[src/rtl/ddr_timing_monitor.sv]
// DDR command-stream timing checker: tracks per-bank and rank-wide elapsed-cycle
// history and open/idle bank state, and reports timing and protocol violations.
package ddr_timing_monitor_pkg;

  typedef enum logic [3:0] {
    CMD_MRS  = 4'b0000,
    CMD_REF  = 4'b0001,
    CMD_PRE  = 4'b0010,
    CMD_ACT  = 4'b0011,
    CMD_WR   = 4'b0100,
    CMD_RD   = 4'b0101,
    CMD_NOP  = 4'b0111,
    CMD_DES  = 4'b1000,
    CMD_PREA = 4'b1010
  } cmd_e;

  localparam int VIOL_TFAW = 0;
  localparam int VIOL_TRCD = 1;
  localparam int VIOL_TRP  = 2;
  localparam int VIOL_TRAS = 3;
  localparam int VIOL_TRRD = 4;
  localparam int VIOL_TWR  = 5;
  localparam int VIOL_TRTP = 6;
  localparam int VIOL_TWTR = 7;
  localparam int VIOL_PROT = 15;

endpackage

module ddr_timing_monitor
  import ddr_timing_monitor_pkg::*;
#(
  parameter int NUM_BANKS = 8,
  parameter int BANK_W    = 3,
  parameter int CNT_W     = 8,
  parameter int T_RCD     = 18,
  parameter int T_RP      = 18,
  parameter int T_RAS     = 42,
  parameter int T_RRD     = 8,
  parameter int T_WR      = 15,
  parameter int T_WTR     = 8,
  parameter int T_RTP     = 8,
  parameter int T_FAW     = 40
) (
  input  logic                 clk,
  input  logic                 rst_n,
  input  logic                 cmd_valid,
  input  logic [3:0]           cmd,
  input  logic [BANK_W-1:0]    cmd_bank,
  input  logic                 clear,
  output logic                 viol_valid,
  output logic [3:0]           viol_type,
  output logic [15:0]          viol_mask,
  output logic [BANK_W-1:0]    viol_bank,
  output logic [15:0]          viol_count,
  output logic [NUM_BANKS-1:0] bank_open
);

  localparam logic [CNT_W-1:0] CNT_ONE = {{(CNT_W-1){1'b0}}, 1'b1};
  localparam logic [CNT_W-1:0] T_RCD_C = CNT_W'(T_RCD);
  localparam logic [CNT_W-1:0] T_RP_C  = CNT_W'(T_RP);
  localparam logic [CNT_W-1:0] T_RAS_C = CNT_W'(T_RAS);
  localparam logic [CNT_W-1:0] T_RRD_C = CNT_W'(T_RRD);
  localparam logic [CNT_W-1:0] T_WR_C  = CNT_W'(T_WR);
  localparam logic [CNT_W-1:0] T_WTR_C = CNT_W'(T_WTR);
  localparam logic [CNT_W-1:0] T_RTP_C = CNT_W'(T_RTP);
  localparam logic [CNT_W-1:0] T_FAW_C = CNT_W'(T_FAW);

  // Elapsed-cycle history; each counter holds t_now - t_event, saturating.
  logic [NUM_BANKS-1:0][CNT_W-1:0] act_cnt_q, act_cnt_d;
  logic [NUM_BANKS-1:0][CNT_W-1:0] pre_cnt_q, pre_cnt_d;
  logic [NUM_BANKS-1:0][CNT_W-1:0] rd_cnt_q,  rd_cnt_d;
  logic [NUM_BANKS-1:0][CNT_W-1:0] wr_cnt_q,  wr_cnt_d;
  logic [CNT_W-1:0]                any_act_cnt_q, any_act_cnt_d;
  logic [CNT_W-1:0]                any_wr_cnt_q,  any_wr_cnt_d;
  logic [3:0][CNT_W-1:0]           faw_q, faw_d;

  logic [NUM_BANKS-1:0] bank_open_q, bank_open_d;
  logic                 viol_valid_q, viol_valid_d;
  logic [3:0]           viol_type_q,  viol_type_d;
  logic [15:0]          viol_mask_q,  viol_mask_d;
  logic [BANK_W-1:0]    viol_bank_q,  viol_bank_d;
  logic [15:0]          viol_count_q, viol_count_d;

  logic [NUM_BANKS-1:0] bank_bad;

  function automatic logic [CNT_W-1:0] sat_inc(input logic [CNT_W-1:0] v);
    return (&v) ? v : v + CNT_ONE;
  endfunction

  always_comb begin
    // NOTE: every combinational output gets a default first so no path can infer a latch.
    for (int b = 0; b < NUM_BANKS; b++) begin
      act_cnt_d[b] = sat_inc(act_cnt_q[b]);
      pre_cnt_d[b] = sat_inc(pre_cnt_q[b]);
      rd_cnt_d[b]  = sat_inc(rd_cnt_q[b]);
      wr_cnt_d[b]  = sat_inc(wr_cnt_q[b]);
    end
    any_act_cnt_d = sat_inc(any_act_cnt_q);
    any_wr_cnt_d  = sat_inc(any_wr_cnt_q);
    for (int i = 0; i < 4; i++) faw_d[i] = sat_inc(faw_q[i]);
    bank_open_d = bank_open_q;
    viol_mask_d = '0;
    viol_bank_d = '0;
    bank_bad    = '0;

    if (cmd_valid) begin
      case (cmd)
        CMD_ACT: begin
          if (bank_open_q[cmd_bank])              viol_mask_d[VIOL_PROT] = 1'b1;
          if (pre_cnt_q[cmd_bank] < T_RP_C)       viol_mask_d[VIOL_TRP]  = 1'b1;
          if (any_act_cnt_q < T_RRD_C)            viol_mask_d[VIOL_TRRD] = 1'b1;
          if (faw_q[3] < T_FAW_C)                 viol_mask_d[VIOL_TFAW] = 1'b1;
          act_cnt_d[cmd_bank]   = CNT_ONE;
          any_act_cnt_d         = CNT_ONE;
          faw_d                 = {sat_inc(faw_q[2]), sat_inc(faw_q[1]),
                                   sat_inc(faw_q[0]), CNT_ONE};
          bank_open_d[cmd_bank] = 1'b1;
          viol_bank_d           = cmd_bank;
        end
        CMD_RD: begin
          if (!bank_open_q[cmd_bank])             viol_mask_d[VIOL_PROT] = 1'b1;
          if (act_cnt_q[cmd_bank] < T_RCD_C)      viol_mask_d[VIOL_TRCD] = 1'b1;
          if (any_wr_cnt_q < T_WTR_C)             viol_mask_d[VIOL_TWTR] = 1'b1;
          rd_cnt_d[cmd_bank] = CNT_ONE;
          viol_bank_d        = cmd_bank;
        end
        CMD_WR: begin
          if (!bank_open_q[cmd_bank])             viol_mask_d[VIOL_PROT] = 1'b1;
          if (act_cnt_q[cmd_bank] < T_RCD_C)      viol_mask_d[VIOL_TRCD] = 1'b1;
          wr_cnt_d[cmd_bank] = CNT_ONE;
          any_wr_cnt_d       = CNT_ONE;
          viol_bank_d        = cmd_bank;
        end
        CMD_PRE: begin
          if (bank_open_q[cmd_bank]) begin
            if (act_cnt_q[cmd_bank] < T_RAS_C)    viol_mask_d[VIOL_TRAS] = 1'b1;
            if (rd_cnt_q[cmd_bank] < T_RTP_C)     viol_mask_d[VIOL_TRTP] = 1'b1;
            if (wr_cnt_q[cmd_bank] < T_WR_C)      viol_mask_d[VIOL_TWR]  = 1'b1;
          end
          pre_cnt_d[cmd_bank]   = CNT_ONE;
          bank_open_d[cmd_bank] = 1'b0;
          viol_bank_d           = cmd_bank;
        end
        CMD_PREA: begin
          for (int b = 0; b < NUM_BANKS; b++) begin
            if (bank_open_q[b]) begin
              if (act_cnt_q[b] < T_RAS_C) begin
                viol_mask_d[VIOL_TRAS] = 1'b1;
                bank_bad[b]            = 1'b1;
              end
              if (rd_cnt_q[b] < T_RTP_C) begin
                viol_mask_d[VIOL_TRTP] = 1'b1;
                bank_bad[b]            = 1'b1;
              end
              if (wr_cnt_q[b] < T_WR_C) begin
                viol_mask_d[VIOL_TWR]  = 1'b1;
                bank_bad[b]            = 1'b1;
              end
            end
            pre_cnt_d[b] = CNT_ONE;
          end
          bank_open_d = '0;
        end
        CMD_REF: begin
          for (int b = 0; b < NUM_BANKS; b++) begin
            if (bank_open_q[b]) begin
              viol_mask_d[VIOL_PROT] = 1'b1;
              bank_bad[b]            = 1'b1;
            end
            if (pre_cnt_q[b] < T_RP_C) begin
              viol_mask_d[VIOL_TRP]  = 1'b1;
              bank_bad[b]            = 1'b1;
            end
          end
        end
        default: ;
      endcase
    end

    // Rank-wide commands report the lowest offending bank.
    for (int b = NUM_BANKS - 1; b >= 0; b--) begin
      if (bank_bad[b]) viol_bank_d = BANK_W'(b);
    end

    viol_valid_d = |viol_mask_d;
    viol_type_d  = '0;
    for (int k = 15; k >= 0; k--) begin
      if (viol_mask_d[k]) viol_type_d = 4'(k);
    end

    if (clear)
      viol_count_d = '0;
    else if (viol_valid_d && !(&viol_count_q))
      viol_count_d = viol_count_q + 16'd1;
    else
      viol_count_d = viol_count_q;
  end

  always_ff @(posedge clk) begin
    if (!rst_n) begin
      // NOTE: history counters reset to saturation (not zero) so that the first
      // commands after reset see no stale timing and raise no false violations.
      act_cnt_q     <= '1;
      pre_cnt_q     <= '1;
      rd_cnt_q      <= '1;
      wr_cnt_q      <= '1;
      any_act_cnt_q <= '1;
      any_wr_cnt_q  <= '1;
      faw_q         <= '1;
      bank_open_q   <= '0;
      viol_valid_q  <= 1'b0;
      viol_type_q   <= '0;
      viol_mask_q   <= '0;
      viol_bank_q   <= '0;
      viol_count_q  <= '0;
    end else begin
      // NOTE: non-blocking assignments keep every flop sampling pre-edge values.
      act_cnt_q     <= act_cnt_d;
      pre_cnt_q     <= pre_cnt_d;
      rd_cnt_q      <= rd_cnt_d;
      wr_cnt_q      <= wr_cnt_d;
      any_act_cnt_q <= any_act_cnt_d;
      any_wr_cnt_q  <= any_wr_cnt_d;
      faw_q         <= faw_d;
      bank_open_q   <= bank_open_d;
      viol_valid_q  <= viol_valid_d;
      viol_type_q   <= viol_type_d;
      viol_mask_q   <= viol_mask_d;
      viol_bank_q   <= viol_bank_d;
      viol_count_q  <= viol_count_d;
    end
  end

  assign viol_valid = viol_valid_q;
  assign viol_type  = viol_type_q;
  assign viol_mask  = viol_mask_q;
  assign viol_bank  = viol_bank_q;
  assign viol_count = viol_count_q;
  assign bank_open  = bank_open_q;

endmodule

[config.mk]
export PLATFORM = sky130hd
export DESIGN_NAME = ddr_timing_monitor
export DESIGN_NICKNAME = d
export VERILOG_FILES = /design/src/rtl/ddr_timing_monitor.sv
export SDC_FILE = /design/constraint.sdc
export NUM_CORES = 1
export LEC_CHECK = 0
export BUFFER_PORTS_ARGS = -buffer_cell sky130_fd_sc_hd__buf_2
export CAP_MARGIN = 5
export CORE_MARGIN = 4
export CORE_UTILIZATION = 35
export DETAILED_ROUTE_END_ITERATION = 10
export GPL_ROUTABILITY_DRIVEN = 0
export HOLD_SLACK_MARGIN = 0.15
export SLEW_MARGIN = 15
export SYNTH_ARGS = -nofsm -noshare
export SYNTH_HDL_FRONTEND = slang
export SYNTH_SLANG_ARGS = --single-unit
[constraint.sdc]
create_clock -name clk -period 3.1 [get_ports clk]
set_input_delay 0.62 -clock clk [delete_from_list [all_inputs] [get_ports clk]]
set_output_delay 0.62 -clock clk [all_outputs]
set_load 0.005 [all_outputs]
Word level (Yosys, flattened, before mapping)
Cells that the tools add are included.

storage, ports and cells
  register bits after elaboration = 352
  bits of input ports = 11
  output and inout port bits = 48
  word-level logic and storage cells = 419

operators by class
  add/sub/neg operators = 39
  magnitude comparators = 42
  equality and inequality tests = 6
  multiplexer cells = 214
  bitwise operators = 13
  reduce and logical (&&, ||, !) cells = 55

operator list
  operator               number
  $mux 64                7
  $mux 8                 49
  $add 8x1->8 const B    38
  $reduce_and 8->1       38
  $and 56x56->56         4
  $lt 8x4->1 const B     20
  $pmux 64 s2            1
  $mux 1                 116
  $bmux 8 s3             4
  $lt 8x5->1 const B     10
  $lt 8x6->1 const B     10
  $mux 32                2
  $not 56->56            1
  $or 8x8->8             5
  $mux 2                 15
  $mux 3                 10
  $demux 8 s3            1
  $pmux 8 s3             1
  $reduce_or 9->1        2
  $add 16x1->16 const B  1
  $pmux 8 s2             1
  $reduce_and 16->1      1
  $reduce_or 5->1        2
  $and 8x8->8            1
  21 further kinds       29

Depth between registers and ports, before layout
  word-level depth = 28
  gate-level depth with buffers = 12
  mapped depth without buffers = 9

Worst setup path after synthesis
OpenSTA, ideal clock, no wires.

  path type = input -> register
  start point = input cmd_bank[2]
  end point = register viol_count_q[9] (netlist: viol_count[9])
  library setup time = 72 ps
  arrival = 2773 ps
  required time = 3028 ps
  path slack = 256 ps
  cell stages on the path = 10
  path buffers = 3
  cell sequence = buf_2 -> buf_2 -> mux2_2 -> a2111oi_0 -> nor3_1 -> o22ai_1 -> nor4_4 -> buf_6 -> a21oi_2 -> mux2i_1

on the way
  longest elaborated chain between the ends = 9
  elaborated cells on any way between the ends = 33
  those cells by class = 5 x order compare; 26 x mux; 2 x reduce/logical

RTL lines
  what                                             line           text
  start: declaration                               48             input logic [BANK_W-1:0] cmd_bank,
  $bmux 8 s3, on equally long branches             --
  $mux 8, on equally long branches                 --
  $lt 8x6->1 (tied with other cells)               136            if (act_cnt_q[cmd_bank] < T_RAS_C) viol_mask_d[VIOL_TRAS] = 1'b1;
  $mux 1, on equally long branches                 136, 137, 138
  $mux 1 / $mux 2 (equally long branches)          135            if (bank_open_q[cmd_bank]) begin
  $pmux 1 s2 / $pmux 2 s2 (equally long branches)  107            case (cmd)
  $mux 8                                           106            if (cmd_valid) begin
  $reduce_or 9->1 *                                185            viol_valid_d = |viol_mask_d;
  $logic_and 1x1->1 *                              193            else if (viol_valid_d && !(&viol_count_q))
  end signal: assignment                           230            viol_count_q <= viol_count_d;
  end: declaration                                 82             logic [15:0] viol_count_q, viol_count_d;

Mark *: on every way between the ends. The rest lies on a longest branch, timed or not. The select of a mux whose other input is x is not followed.
A chain may end at the register's enable or synchronous reset.

Final worst setup path
  start point = register wr_cnt_q[0] (netlist bit)
  end point = register viol_count_q[0] (netlist: viol_count[0])

on the way
  longest elaborated chain between the ends = 23
  elaborated cells on any way between the ends = 28
  those cells by class = 2 x order compare; 24 x mux; 2 x reduce/logical

RTL lines
  what                      line  text
  start: declaration        72    logic [NUM_BANKS-1:0][CNT_W-1:0] wr_cnt_q, wr_cnt_d;
  start signal: assignment  221   wr_cnt_q <= wr_cnt_d;
  $lt 8x4->1                155   if (wr_cnt_q[b] < T_WR_C) begin
  $mux 1                    155
  $mux 2                    146   if (bank_open_q[b]) begin
  $mux 1                    155
  $mux 2                    146
  $mux 1                    155
  $mux 2                    146
  $mux 1                    155
  (+7 left out)             --
  $mux 1                    155
  $mux 2                    146
  $mux 1                    155
  $mux 2                    146
  $pmux 2 s2 *              107
  $mux 8 *                  106
  $reduce_or 9->1 *         185
  $logic_and 1x1->1 *       193

Marked as above.

==> run_results.csv <==
group,metric,value,unit
power,power_switching,0.00886,W
setup_path,cp_max_fo,17,
die,die_w,234,um
detailed_routing,first_iter_violations,1731,
setup_path,crit_start,"wr_cnt_q[0]",
setup_path,rrSetupSlack,0.30,ns
global_route,antenna_found_initial,3,
cts,ctsHoldBuffers,0,
global_route,grt_pass1_wl,80.3,mm
detailed_routing,finalWirelength,50.7,mm
placed_design,port_buffers,51,
detailed_routing,wl_per_cell,17.2,um
cts,cts_sinks,345,
setup_path,r2r_end,"viol_count[0]",
global_route,grt_start_max_net_pins,179,
die,core_region_area,0.0504,sq mm
setup_path,worst-r2r-cell-count,10,
power,p_leak,8.54,nW
sta,hold_viol,0,
setup_path,r2r_start,"wr_cnt_q[0]",
detailed_routing,vias,16557,
cts,ctsResizeCount,0,
logic_synthesis,syn_area_per_cell,8.33,sq um
setup_path,path_class,"reg2reg",
sta,min_period,2.80,ns
sta,rsz0062_at_grt,"false",
cells_and_area,areaGrowthSynthToFinish,15.9,%
cts,path_clk_slew,0.06,ns
logic_synthesis,synth-seq-cells,345,
run_status,status,"completed",
logic_synthesis,yosys_warnings,0,
power,swShare,39.8,%
setup_path,cp-start-kind,"flip-flop",
setup_path,critPathArrivalTime,3.23,ns
power,ir_drop,0.000364,V
setup_path,crit_required,3.53,ns
cts,htreeDepth,2,
cts,clock_latency,0.58,ns
global_route,met1_usage,24.9,%
setup_path,crit_end,"viol_count[0]",
placed_design,hpwl,36.6,mm
logic_synthesis,syn_inst,2151,
cts,cts_setup_buffers,0,
detailed_routing,route.detailed.drc,0,
detailed_routing,avgViaCountPerCell,5.60,
global_route,grt-ovfl-total,0,
cells_and_area,fill_cells,5024,
die,start_util,35.6,%
global_route,grtUsageMet2,27.8,%
detailed_routing,final_antenna_net_count,0,
die,fp-row-count,82,
min_path,hp-class,"in2reg",
job,cap_violations,0,
sta,setup_ws,0.300,ns
detailed_routing,first_pass_iters,6,
sta,fmax,357,MHz
setup_path,worstSetupEndpointType,"flip-flop",
power,internal_power,0.0134,W
global_route,track_usage,17.9,%
cells_and_area,nNetsFinal,2302,
logic_synthesis,yosysUniqueCellTypes,73,
sta,worst_pin_slew,0.830,ns
logic_synthesis,synth-edff-count,0,
logic_synthesis,ys_async_sr_fraction,0,%
power,power_frac_seq,36.6,%
global_route,busiest_layer,"met2",
placed_design,pre_cts_slack,-0.0876,ns
logic_synthesis,ys.flop_type,"dfxtp_1",
die,dieArea,0.0549,sq mm
placed_design,dp_cells,2883,
sta,post-route-period-util,90.3,%
die,die_y,234,um
cts,cts_buffer_depth,3,
cts,cts_buffers,39,
power,comb_power_share,41.8,%
cts,clockRootBuffer,"clkbuf_16",
power,p_per_area,1070,mW/mm^2
cells_and_area,drive_gt1_share,11.0,%
logic_synthesis,synth_area,0.0179,sq mm
sta,setup_viol,0,
sta,skew,0.0293,ns
power,clkPwrFrac,21.6,%
global_route,grt_use_met3,3.79,%
logic_synthesis,ys_seq_area_share,38.5,%
sta,slew_viol_final,0,
cts,cts_tree,"yes",
die,pin_count,59,
sta,relSlewSlack,44.2,%
global_route,grt_pass1_vias,15077,
cells_and_area,layout.cells.non_filler,2954,
[critical path: stages (launching register included)]
cell      delay, ns
dfxtp_1        0.39
ha_1           0.20
nand3_1        0.29
nand3_1        0.23
nand4_1        0.10
o31ai_1        0.37
o21ai_1        0.27
nor4b_4        0.37
buf_12         0.20
a21boi_1       0.11
mux2i_1        0.13
[cell type report]
cell class                      instances  area [sq um]  share of cell area [%]
Inverter                               26          97.6                   0.470
Clock inverter                         11           174                   0.837
Timing Repair Buffer                  144          1060                    5.11
Tap cell                              672           841                    4.05
Clock buffer                           59          1150                    5.55
Sequential cell                       345          6910                    33.3
Multi-Input combinational cell       1696         10500                    50.7
Antenna cell                            1          2.50                  0.0120
[layer usage]
metal,routed length [um],vias to the layer above
met1,23100,7845
met3,4020,86
met2,22200,516
met5,24,-
li1,-,8106
met4,1360,4
[power groups by stage]
stage	combinational (W)	clock (W)	sequential, W
after floorplan	0.00777	0	0.00754
after global placement	0.00894	0	0.00812
after detailed placement	0.00922	0	0.00817
after CTS	0.00930	0.00494	0.00810
after global routing	0.0107	0.00511	0.00843
final	0.00930	0.00481	0.00815
[cell usage after synthesis, types with 49 or more instances]
cell	instances	area share [%]
dfxtp_1	345	39
o21ai_0	334	9.3
nand3_1	174	4.9
nand2_1	170	3.6
nor2_1	153	3.2
mux2i_1	82	4.6
and3_1	71	2.5
clkbuf_1	65	1.4
xor2_1	61	3.0
xnor2_1	58	2.8
nand4_1	57	2.0
nor3_1	50	1.4
a21oi_1	49	1.4
[sequential cells by signal, summed over array words and instances (netlist names)]
name / cells
viol_count: 16
viol_valid: 1
any_act_cnt_q: 8
pre_cnt_q: 64
faw_q: 32
act_cnt_q: 64
viol_mask: 9
bank_open: 8
rd_cnt_q: 64
any_wr_cnt_q: 8
viol_bank: 3
wr_cnt_q: 64
viol_type: 4
[cells in the final DEF, fill, tap and decap left out, types with 8 or more instances in the layout]
cell / n
dfxtp_1: 345
o21ai_0: 334
nand3_1: 174
nand2_1: 170
nor2_1: 152
buf_4: 85
mux2i_1: 82
and3_1: 71
xor2_1: 61
xnor2_1: 58
nand4_1: 57
nor3_1: 50
buf_2: 50
a21oi_1: 49
clkbuf_16: 40
nand2b_1: 39
ha_1: 39
nand3b_1: 37
o31ai_1: 28
inv_1: 25
o22ai_1: 24
a31oi_1: 20
nor2b_1: 19
o211ai_1: 17
or4_1: 17
nor4_1: 17
and2_1: 16
o21a_1: 15
a21o_1: 14
mux2_2: 13
a22oi_1: 13
clkbuf_1: 11
and4_1: 9
mux4_2: 9
clkbuf_8: 9
buf_12: 8
[kinds of logic (layout without fill, tap and decap cells)]
logic type,Yosys count,count (layout),share of synthesized area (%)
adders and majority gates,39,39,2.72
other,1,8,0.0209
buffers and inverters,116,240,2.91
and+or+nand+nor,861,861,24.9
DFF,345,345,38.5
AOI/OAI and AO/OA,565,565,18.4
xor gates and xnor gates,119,119,5.81
muxes,105,105,6.67
[worst min path at each step]
stage | startpoint | cells past startpoint | endpoint | slack [ns]
after global routing | rst_n | 2 | faw_q[17] | 0.45
after CTS | rst_n | 2 | faw_q[13] | 0.41
after floorplan | viol_count[5] | 2 | viol_count[5] | 0.47
after global placement | viol_count[11] | 2 | viol_count[11] | 0.47
after detailed placement | viol_count[7] | 2 | viol_count[7] | 0.49
final | rst_n | 2 | faw_q[29] | 0.47
[stage by stage]
stage          total power [W]  utilization [%]  hold slack [ns]  setup TNS (ns)  cell area (sq um)
6_report                0.0223             41.2            0.465               0              20800
5_1_grt                 0.0242             41.2            0.454               0              20800
4_1_cts                 0.0223             41.2            0.414               0              20800
3_5_place_dp            0.0174             38.6            0.486          -0.285              19400
3_3_place_gp            0.0171             38.6            0.473         -0.0390              19400
2_1_floorplan           0.0153                -            0.467               0              17900
No activity file was read; power rests on OpenSTA's default activity.
